==> config.mk <==
export PLATFORM = sky130hd
export DESIGN_NAME = seq_det_scheduler
export DESIGN_NICKNAME = d
export VERILOG_FILES = /design/src/rtl/seq_det_pkg.sv /design/src/rtl/seq_det_rr_arb.sv /design/src/rtl/seq_det_scheduler.sv
export SDC_FILE = /design/constraint.sdc
export NUM_CORES = 1
export LEC_CHECK = 0
export CAP_MARGIN = 0
export CORE_ASPECT_RATIO = 0.8
export CORE_UTILIZATION = 45
export CTS_BUF_LIST = sky130_fd_sc_hd__clkbuf_16
export DETAILED_ROUTE_END_ITERATION = 7
export PLACE_DENSITY = 0.76
export SLEW_MARGIN = 5
export SYNTH_ARGS = -nofsm -noshare
export SYNTH_HDL_FRONTEND = slang
export SYNTH_SLANG_ARGS = --single-unit
==> constraint.sdc <==
create_clock -name clk -period 6.55 [get_ports clk]
set_input_delay 1.6375 -clock clk [delete_from_list [all_inputs] [get_ports clk]]
set_output_delay 1.6375 -clock clk [all_outputs]
set_load 0.03 [all_outputs]
==> src/rtl/seq_det_pkg.sv <==
// Shared definitions for the "1010" overlapping Mealy detector.
//   det_state_t : 2-bit detector state (S0 = nothing matched .. S3 = "101" matched)
//   det_next()  : one detector step, returns {next_state, hit}
package seq_det_pkg;

  typedef enum logic [1:0] {
    S0 = 2'b00,
    S1 = 2'b01,
    S2 = 2'b10,
    S3 = 2'b11
  } det_state_t;

  // Each state is the longest suffix of the bits seen so far that is also a prefix
  // of "1010". The hit leaves us in S2 because the trailing "10" of a hit can
  // begin the next match.
  function automatic logic [2:0] det_next(input det_state_t st, input logic b);
    det_state_t ns;
    logic       hit;
    ns  = S0;
    hit = 1'b0;
    case (st)
      S0: ns = b ? S1 : S0;
      S1: ns = b ? S1 : S2;
      S2: ns = b ? S3 : S0;
      S3: begin
        ns  = b ? S1 : S2;
        hit = ~b;
      end
      default: ns = S0;
    endcase
    return {ns, hit};
  endfunction

endpackage

==> src/rtl/seq_det_rr_arb.sv <==
// Round-robin arbiter for the shared detector.
//   ch_valid  : per-channel request
//   enable    : 0 forces no grant
//   ptr       : last granted channel; the search starts at ptr+1 (mod NUM_CH)
//   grant     : one-hot grant
//   grant_idx : index of the granted channel (0 when none)
//   grant_vld : a grant was issued this cycle
module seq_det_rr_arb
  import seq_det_pkg::*;
#(
  parameter int NUM_CH = 4,
  parameter int CH_W   = (NUM_CH > 1) ? $clog2(NUM_CH) : 1
) (
  input  logic [NUM_CH-1:0] ch_valid,
  input  logic              enable,
  input  logic [CH_W-1:0]   ptr,
  output logic [NUM_CH-1:0] grant,
  output logic [CH_W-1:0]   grant_idx,
  output logic              grant_vld
);

  always_comb begin
    int              cand;
    logic [CH_W-1:0] cidx;
    grant     = '0;
    grant_idx = '0;
    grant_vld = 1'b0;
    cand      = 0;
    cidx      = '0;
    // Visit ptr+1 .. ptr+NUM_CH; the last candidate is ptr itself, so a lone
    // requester is granted back to back.
    for (int k = 1; k <= NUM_CH; k++) begin
      cand = (int'(ptr) + k) % NUM_CH;
      cidx = CH_W'(cand);
      if (enable && !grant_vld && ch_valid[cidx]) begin
        grant_vld   = 1'b1;
        grant_idx   = cidx;
        grant[cidx] = 1'b1;
      end
    end
  end

endmodule

==> src/rtl/seq_det_scheduler.sv <==
// Time-shares one "1010" overlapping detector between NUM_CH serial channels.
//   clk, rst  : clock; asynchronous active-low reset
//   enable    : allow arbitration
//   clr_ctx   : synchronous clear of all contexts and the hit counter
//   ch_valid  : channel offers a bit;  ch_bit : the offered bit
//   ch_ready  : one-hot combinational grant; a bit is consumed on valid & ready
//   det_valid : 1-cycle pulse after a consumed bit completes "1010"
//   det_ch    : channel of the last hit (holds between hits)
//   hit_count : saturating count of hits since reset / clr_ctx
module seq_det_scheduler
  import seq_det_pkg::*;
#(
  parameter int NUM_CH = 4,
  parameter int CH_W   = (NUM_CH > 1) ? $clog2(NUM_CH) : 1,
  parameter int CNT_W  = 8
) (
  input  logic              clk,
  input  logic              rst,
  input  logic              enable,
  input  logic              clr_ctx,
  input  logic [NUM_CH-1:0] ch_valid,
  input  logic [NUM_CH-1:0] ch_bit,
  output logic [NUM_CH-1:0] ch_ready,
  output logic              det_valid,
  output logic [CH_W-1:0]   det_ch,
  output logic [CNT_W-1:0]  hit_count
);

  det_state_t       ctx_q [NUM_CH];
  det_state_t       ctx_d [NUM_CH];
  logic [CH_W-1:0]  ptr_q, ptr_d;
  logic             det_valid_q, det_valid_d;
  logic [CH_W-1:0]  det_ch_q, det_ch_d;
  logic [CNT_W-1:0] hit_count_q, hit_count_d;

  logic             arb_en;
  logic [NUM_CH-1:0] gnt;
  logic [CH_W-1:0]  gnt_idx;
  logic             gnt_vld;
  logic [2:0]       step;

  // rst is folded in so no grant is visible while reset is asserted; clr_ctx
  // blocks grants because a cleared cycle must not consume a bit.
  assign arb_en = enable & ~clr_ctx & rst;

  seq_det_rr_arb #(
    .NUM_CH (NUM_CH),
    .CH_W   (CH_W)
  ) u_arb (
    .ch_valid  (ch_valid),
    .enable    (arb_en),
    .ptr       (ptr_q),
    .grant     (gnt),
    .grant_idx (gnt_idx),
    .grant_vld (gnt_vld)
  );

  always_comb begin
    ctx_d       = ctx_q;
    ptr_d       = ptr_q;
    det_valid_d = 1'b0;
    det_ch_d    = det_ch_q;
    hit_count_d = hit_count_q;
    step        = det_next(ctx_q[gnt_idx], ch_bit[gnt_idx]);
    if (clr_ctx) begin
      for (int i = 0; i < NUM_CH; i++) ctx_d[i] = S0;
      hit_count_d = '0;
    end else if (gnt_vld) begin
      ptr_d          = gnt_idx;
      ctx_d[gnt_idx] = det_state_t'(step[2:1]);
      if (step[0]) begin
        det_valid_d = 1'b1;
        det_ch_d    = gnt_idx;
        if (!(&hit_count_q)) hit_count_d = hit_count_q + 1'b1;
      end
    end
  end

  always_ff @(posedge clk or negedge rst) begin
    if (!rst) begin
      for (int i = 0; i < NUM_CH; i++) ctx_q[i] <= S0;
      ptr_q       <= CH_W'(NUM_CH - 1);
      det_valid_q <= 1'b0;
      det_ch_q    <= '0;
      hit_count_q <= '0;
    end else begin
      ctx_q       <= ctx_d;
      ptr_q       <= ptr_d;
      det_valid_q <= det_valid_d;
      det_ch_q    <= det_ch_d;
      hit_count_q <= hit_count_d;
    end
  end

  assign ch_ready  = gnt;
  assign det_valid = det_valid_q;
  assign det_ch    = det_ch_q;
  assign hit_count = hit_count_q;

endmodule
; ---- Word-level counts from Yosys, hierarchy flattened
; Index checks and enable logic that the tools add are counted.
[totals]
register_bits = 21
in_bits = 12
output_inout_bits = 15
[classes]
n_addsub = 5
n_lt_le_gt_ge = 11
n_eq_ne = 4
muxes = 50
bitwise = 8
reduce_logical = 23
[op_table]
columns = cell, n
row1 = $mux W8, 6
row2 = $mux W1, 18
row3 = $mux W2, 9
row4 = $mux W4, 4
row5 = $lt A2 B3 Y1 const B, 5
row6 = $logic_and A1 B1 Y1, 12
row7 = $or A4 B4 Y4, 3
row8 = $bmux W1 S2, 5
row9 = $add A8 B1 Y8 const B, 1
row10 = $bwmux W8, 1
row11 = $demux W1 S2, 4
row12 = $ge A2 B1 Y1 const B, 4
row13 = $reduce_and A8 Y1, 1
row14 = $pmux W2 S3, 1
row15 = $reduce_and A3 Y1, 2
row16 = $add A2 B1 Y2 const B, 2
row17 = $add A2 B2 Y2 const B, 2
row18 = $bmux W2 S2, 1
row19 = $demux W2 S2, 1
row20 = $eq A2 B2 Y1 const B, 2
row21 = $reduce_bool A2 Y1, 2
row22 = $ge A3 B3 Y1 const B, 1
row23 = $logic_not A1 Y1, 3
row24 = $lt A3 B1 Y1 const B, 1
row25 = other kinds (8), 10

; ---- Longest topological paths before layout
; Gate-level depths: netlist of the first run.
[depth]
word_depth = 27
mapped_depth = 14

; ---- By module
; A second synthesis of the first run with hierarchy kept.
[hier_totals]
hier_cells = 184
area_unflattened_um2 = 1756.7
[modules_own_cells]
columns = mod, n_inst, cells_each, area_per_inst_um2, seq_area_each_um2
row1 = seq_det_scheduler, 1, 119, 1234.9, 528.0
row2 = seq_det_rr_arb, 1, 65, 521.8, 0.0

; ---- Worst setup path before layout of the first run
; No wires, ideal clock.
[synth_path]
kind = input -> output
start = in ch_valid[2]
end = out ch_ready[0]
arrival_time_ps = 3250
required_ps = 4912
slack_ps = 1662
stages = 6
path_buffers = 1
path_cell_list = clkbuf_1 mux4_2 or3_4 and2b_1 a22oi_1 o21ai_0
[synth_between]
elab_chain_len = 16
word_cells_on_any_way = 28
classes_between = mux (15) / bitwise (3) / reduce/logical (10)
[synth_rtl]
columns = item, line_no
row1 = start: declaration, seq_det_scheduler.sv:21  ; input logic [NUM_CH-1:0] ch_valid,
row2 = $bmux W1 S2, seq_det_rr_arb.sv:35  ; if (enable && !grant_vld && ch_valid[cidx]) begin
row3 = $mux W1 (not written as such), seq_det_rr_arb.sv:35
row4 = $logic_and A1 B1 Y1, seq_det_rr_arb.sv:35
row5 = $mux W1, seq_det_rr_arb.sv:35
row6 = $logic_not A1 Y1, seq_det_rr_arb.sv:35
row7 = $logic_and A1 B1 Y1 (2 in series), seq_det_rr_arb.sv:35
row8 = $mux W1, seq_det_rr_arb.sv:35
row9 = $logic_not A1 Y1, seq_det_rr_arb.sv:35
row10 = $logic_and A1 B1 Y1 (2 in series), seq_det_rr_arb.sv:35
row11 = $mux W1, seq_det_rr_arb.sv:35
row12 = $logic_not A1 Y1, seq_det_rr_arb.sv:35
row13 = $logic_and A1 B1 Y1 (2 in series), seq_det_rr_arb.sv:35
row14 = $mux W4 (*), seq_det_rr_arb.sv:35
row15 = end: declaration, seq_det_scheduler.sv:23  ; output logic [NUM_CH-1:0] ch_ready,
; Every way passes the cells marked *; elsewhere a longest branch is shown, timed or not. The select of a mux whose other input is x is not followed.

; ---- Final worst setup path of the first run
[layout_path]
start = in ch_valid[3]
end = out ch_ready[0]
; Same word-level chain as after synthesis.

==> impl_metrics.yaml, run 1 <==
yosys:
  async_reset_ff_frac: 1.00
  syn_area_sq_mm: 0.00163
  syn_avg_cell_area_sq_um: 9.33
  synth.ff_latch_count: 21
  ys_top_cells_by_count: "dfrtp_1 (19), nand2_1 (12), nand3_1 (10), a21oi_1 (9), o21ai_0 (9)"
  synth-edff-count: 0
  synth.net_count: 192
  yosysSeqAreaShare: 0.323
  ys.flop_type: "dfrtp_1"
  synth_area_leaders: "dfrtp_1 (29%), mux2i_1 (4.9%), mux2_2 (4.1%)"
  synth.distinct_cells: 48
  yosysTopAreaCellShare: 0.291
  synthCells: 175
  yosys.area.top_type: "dfrtp_1"
  yosys_warnings: 0
  synth_most_common_cell: "dfrtp_1"
worst_setup_path:
  worstPathCellList: "clkdlybuf4s50_1 > mux4_2 > or3_4 > and2b_1 > a22oi_1 > o21ai_0 > clkdlybuf4s50_1"
  critPathLaunchType: "primary input"
  cp.arrival_ns: 4.45
  max_stage_delay_ns: 0.69
  cpLargestDelayFamily: "buffers and inverters"
  crit_fanout: 12
  end_kind: "primary output"
  crit_type: "in -> out"
  cp.buffers_inverters: 2
  worst_path_max_delay_cell: "clkdlybuf4s50_1"
  worstPathRequired_ns: 4.91
  path_common_cell: "clkdlybuf4s50_1"
  rrSetupSlack_ns: 2.80
floorplanning:
  start_util: 0.474
  row_count: 19
  coreArea_sq_mm: 0.00345
  die_w_um: 69.3
  pin_count: 27
  die_area_sq_mm: 0.00387
  die_h_um: 55.9
grt:
  antenna_found_initial: 0
  grt_pass1_vias: 1440
  grt.total_usage: 0.224
  grt-ovfl-total: 0
  grt_pass1_wl_um: 6850
  grt_max_degree: 23
clock_tree:
  cts.clk_slew.worst_paths_ns: 0.06
  postCtsHoldBufs: 0
  cts.sinks: 21
  cts.path.max_buffers: 2
  cts_tree: "done"
  cts_setup_buffers: 0
  h-tree-depth: 1
  clk_latency_ns: 0.26
  cts_buffers: 3
  clock_tree.root_cell: "clkbuf_16"
  cts_resized: 0
placed_design:
  gp_congestion: 0.848
  placed_area_sq_mm: 0.00192
  dp_hpwl_um: 2930
  io_buffer_count: 26
  dp_slack_ns: 0.500
pwr:
  peakVddDrop_mv: 0.160
  leakage_nw: 0.815
  finalPower_uw: 540
  p_per_area_mw_per_mm2: 270
timing:
  fin_crit_sh: 0.929
  fin_setup_tns_ns: 0
  max_freq_mhz: 164
  drv_slew: 0
  rsz0062_at_grt: "false"
  min_period_ns: 6.09
  fin_skew_ns: 0.00729
  setup_viol: 0
  setup_slack_ns: 0.465
  hold_viol: 0
  tightest_slew_ns: 0.600
  slew-limit-headroom: 0.589
detailed_routing:
  via_per_inst: 6.24
  wl_um: 3980
  wl_per_cell_um: 16.5
  firstDrtPassIters: 4
  drt_iter0_drc: 137
  drc: 0
  antenna_left: 0
  num_vias: 1503
final_layout:
  fin_nets: 217
  area_delta_synth_final_pct: 22.6
  drive_above_1_share: 0.136
  fillers: 285
  fin_area_sq_mm: 0.00200
  final_util: 0.581
  diodes: 0
run:
  maxCapViolations: 0
min_path:
  holdCritPathClass: "reg -> reg"
status:
  outcome: "completed"
[metal layers]
layer | GRT usage | share of wire | wire [um]
met3 | 0.0471 | 0.039 | 156
met1 | 0.293 | 0.45 | 1810
met2 | 0.365 | 0.49 | 1940
met5 | 0 | 0 | 0
met4 | 0.0845 | 0.019 | 76
[layout by cell type (no fill, tap or decap), drive strengths merged, types with 3 or more instances in the layout]
cell type / synthesis / layout
a21oi: 9 / 9
a21o: 5 / 5
mux2: 6 / 6
inv: 8 / 8
nand2: 12 / 12
clkbuf: 7 / 3
and3: 4 / 4
o21ai: 9 / 9
mux4: 4 / 4
mux2i: 8 / 8
buf: 2 / 3
ha: 5 / 5
dfrtp: 19 / 19
a31oi: 3 / 3
nor2: 7 / 7
a22oi: 8 / 8
nor2b: 6 / 6
clkdlybuf4s50: 0 / 26
nand2b: 4 / 4
a31o: 5 / 5
nand3b: 3 / 3
nand3: 10 / 10
nand4: 3 / 3
[cells by family after synthesis]
family,count (synthesis),synth area share
DFF,21,0.323
muxes,18,0.148
adders and majority gates,5,0.0383
buffers and inverters,17,0.0483
AOI/OAI and AO/OA,55,0.242
and+or+nand+nor,59,0.200
[sequential cells by signal (all words and copies together) (netlist names)]
| register | flops |
|---|---|
| ctx_q | 8 |
| hit_count | 8 |
| det_ch | 2 |
| ptr_q | 2 |
| det_valid | 1 |
[path summary, 6_finish.rpt]
kind | start | endpoint | cells after the start
setup / recovery | ch_valid[3] | ch_ready[0] | 7
hold / removal | det_ch[0]$_DFFE_PN0P_ | det_ch[0]$_DFFE_PN0P_ | 1
setup reg to reg | ptr_q[0]$_DFFE_PN1P_ | hit_count[4]$_DFFE_PN0P_ | 9
hold reg to reg | det_ch[0]$_DFFE_PN0P_ | det_ch[0]$_DFFE_PN0P_ | 1
max in group asynchronous | rst | ptr_q[0]$_DFFE_PN1P_ | 2
min in group asynchronous | rst | ctx_q[3]$_DFFE_PN0P_ | 2
[through the flow]
step,hold WS [ns],instances
detailed placement,0.474,237
global route,0.524,241
floorplan,0.457,175
CTS,0.489,241
finish,0.481,241
global placement,0.475,237
[worst reg2reg max path, delay by kind of cell, from the launching register on]
kind / cells / cell delay (ns)
AO/OA/AOI/OAI: 4 / 0.91
AND/OR/NAND/NOR: 2 / 0.90
flip-flops: 1 / 0.74
adder cells (fa/ha/maj): 1 / 0.51
multiplexers: 1 / 0.47
buffers and inverters: 1 / 0.15
[where the power goes]
part | switching (mW) | internal [mW]
clock | 0.0492 | 0.0827
sequential | 0.0290 | 0.144
combinational | 0.125 | 0.109
[layout make-up]
type	instances	area, sq um	area share
clock buffers	3	75.1	0.0375
clock inverters	1	7.51	0.00375
inverters	8	30.0	0.0150
multi-input cells	137	1030	0.512
flip-flops and latches	21	528	0.264
well taps	42	52.6	0.0263
repair buffers	29	283	0.141
Power figures use the tool's default switching activity.
==> run 2: changes to the inputs <==
Settings changed: CORE_UTILIZATION 45 to 44, PLACE_DENSITY 0.76 to 0.74, SYNTH_HIERARCHICAL set to 1.
==> run 2 against run 1 <==
  * Wire length decreased by 0.15%
  * Synthesized area up 7.6%
  * Synthesized cell count rose by 5.1%
  * Total power is 34% lower
  * Via count up 4.3%
  * Final cell count up 9.5%
  * Hold slack better by 0.028 ns
  * Combinational power is 65% lower
  * Die area is 9.7% higher
  * Design area increased by 7.1%
  * Register-to-register slack got worse by 0.43 ns
  * Maximum frequency increased by 3.7%
==> impl_metrics.yaml, run 2 <==
yosys:
  syn_area_sq_mm: 0.00176
  synth-edff-count: 0
  synth_most_common_cell: "dfrtp_1"
  ys_top_cells_by_count: "dfrtp_1 (19), nand2_1 (14), mux2i_1 (12), nor2_1 (12), mux2_2 (9)"
  yosys_warnings: 6
  synth.distinct_cells: 55
  yosys.area.top_type: "dfrtp_1"
  synth.ff_latch_count: 21
  synth_top_family_by_area: "compound AO/OA/AOI/OAI gates"
  synth_area_leaders: "dfrtp_1 (27%), mux2i_1 (6.8%), mux2_2 (5.8%)"
  async_reset_ff_frac: 1.00
  synthSimpleGateAreaFrac: 0.209
  synth_compound_area_frac: 0.214
  ys.flop_type: "dfrtp_1"
  synth_fa_ha_area_frac: 0.0570
  synthCells: 184
  synth.net_count: 204
  synth_xor_area_frac: 0
  syn_avg_cell_area_sq_um: 9.55
  yosysSeqAreaShare: 0.301
  synth_mux_area_frac: 0.173
  yosysTopAreaCellShare: 0.271
final_layout:
  final_cell_mix: "clkdlybuf4s50_1 (26), dfrtp_1 (19), nand2_1 (14)"
  layout_commonest_cell: "clkdlybuf4s50_1"
  fin_nets: 230
  fin_area_sq_mm: 0.00214
  area_delta_synth_final_pct: 22.1
  layout.cells.non_filler: 264
  final_util: 0.564
  fillers: 364
  drive_above_1_share: 0.148
  diodes: 0
timing:
  min_period_ns: 5.87
  fin_setup_tns_ns: 0
  slew-limit-headroom: 0.685
  hold_viol: 0
  tightest_slew_ns: 0.461
  setup_viol: 0
  rsz0062_at_grt: "false"
  setup_slack_ns: 0.682
  fin_crit_sh: 0.896
  fin_skew_ns: 0.00384
  drv_slew: 0
  max_freq_mhz: 170
clock_tree:
  cts_buffers: 3
  h-tree-depth: 1
  clock_tree.root_cell: "clkbuf_16"
  cts.clk_slew.worst_paths_ns: 0.06
  clk_latency_ns: 0.26
  cts_resized: 0
  cts.sinks: 21
  cts.path.max_buffers: 2
  cts_setup_buffers: 0
  cts_tree: "done"
  postCtsHoldBufs: 0
worst_setup_path:
  crit_type: "in -> out"
  max_stage_delay_ns: 0.66
  path_common_cell: "clkdlybuf4s50_1"
  critPathLaunchType: "primary input"
  rrSetupSlack_ns: 2.37
  worst_path_max_delay_cell: "clkdlybuf4s50_1"
  crit_fanout: 10
  worstPathCellList: "clkdlybuf4s50_1 > clkinv_1 > and3_1 > nand2b_1 > o22ai_2 > a211oi_2 > a221o_1 > clkdlybuf4s50_1"
  end_kind: "primary output"
  cp.arrival_ns: 4.23
  worstPathRequired_ns: 4.91
pwr:
  comb_power_share: 0.231
  switching_share: 0.297
  p_per_area_mw_per_mm2: 166
  p_seq_frac: 0.399
  internal_power_uw: 251
  switchingPower_uw: 106
  peakVddDrop_mv: 0.129
  clkPwrFrac: 0.370
  leakage_nw: 0.827
status:
  outcome: "completed"
floorplanning:
  row_count: 20
  coreArea_sq_mm: 0.00380
  die_area_sq_mm: 0.00425
  die_w_um: 72.6
  die_h_um: 58.5
  start_util: 0.462
  pin_count: 27
detailed_routing:
  antenna_left: 0
  wl_per_cell_um: 15.1
  via_per_inst: 5.94
  wl_um: 3970
  drt_iter0_drc: 118
  num_vias: 1567
  drc: 0
  firstDrtPassIters: 4
grt:
  grt.total_usage: 0.206
  antenna_found_initial: 0
  grt_pass1_wl_um: 6730
  grt_max_degree: 22
  grt_pass1_vias: 1390
  grt-ovfl-total: 0
placed_design:
  dp_hpwl_um: 2900
  io_buffer_count: 26
  gp_congestion: 0.810
  dp_cells: 260
  dp_slack_ns: 0.690
  placed_area_sq_mm: 0.00206
run:
  maxCapViolations: 0
min_path:
  holdCritPathClass: "reg -> reg"
run 2: changes by cell type in the layout (fill, tap and decap cells not counted), sizes merged, moves of 4 or more:
cell,before,now
a21o,5,0
a21oi,9,5
a221o,0,4
a22oi,8,0
mux2,6,10
mux2i,8,12
nand3,10,6
nor2,7,12
run 2: metrics by stage:
stage               power, mW  hold WS, ns
finish                  0.357        0.509
global placement        0.225        0.499
global route            0.374        0.532
CTS                     0.360        0.519
floorplan               0.200        0.472
detailed placement      0.226        0.501
run 2: cells by family after synthesis:
family	Yosys count
compound gates	46
mux	25
flops	21
fa+ha+maj	8
buf+inv	17
simple gates	67
run 2: final cells by class:
cell class                 instances  area, sq um  share of cell area
inverter                           9         33.8              0.0158
multi-input combinational        146         1150               0.536
clock inverter                     1         7.51             0.00350
tap                               55         68.8              0.0321
clock buffer                       3         75.1              0.0350
sequential                        21          528               0.246
timing repair buffer              29          283               0.132
run 2: path summary, 6_finish.rpt:
check                                      startpoint                  endpoint  depth (start not counted)
worst max-delay path                          clr_ctx               ch_ready[0]                          8
worst min-delay path            det_ch[1]$_DFFE_PN0P_     det_ch[1]$_DFFE_PN0P_                          1
worst max register to register   ptr_q[0]$_DFFE_PN1P_  hit_count[6]$_DFFE_PN0P_                         10
worst min register to register  det_ch[1]$_DFFE_PN0P_     det_ch[1]$_DFFE_PN0P_                          1
max in group asynchronous                         rst      ptr_q[0]$_DFFE_PN1P_                          2
min in group asynchronous                         rst  hit_count[6]$_DFFE_PN0P_                          2
run 2: worst max-delay path, delay by kind of cell:
kind                   cells  cell delay [ns]
buffers and inverters      3             1.38
AO/OA/AOI/OAI              3             0.74
AND/OR/NAND/NOR            2             0.47
run 2: routing by layer:
layer,up-vias,wire length [um],track usage
met4,0,42,0.0672
met5,-,0,0
met2,41,1700,0.294
met1,756,2050,0.314
li1,765,-,-
met3,5,179,0.0377
run 2: power by group through the flow:
stage,clock [mW],sequential [mW],combinational (mW)
floorplan,0,0.139,0.0609
finish,0.132,0.142,0.0824
detailed placement,0,0.144,0.0815
global placement,0,0.144,0.0804
CTS,0.136,0.142,0.0818
global route,0.139,0.143,0.0917
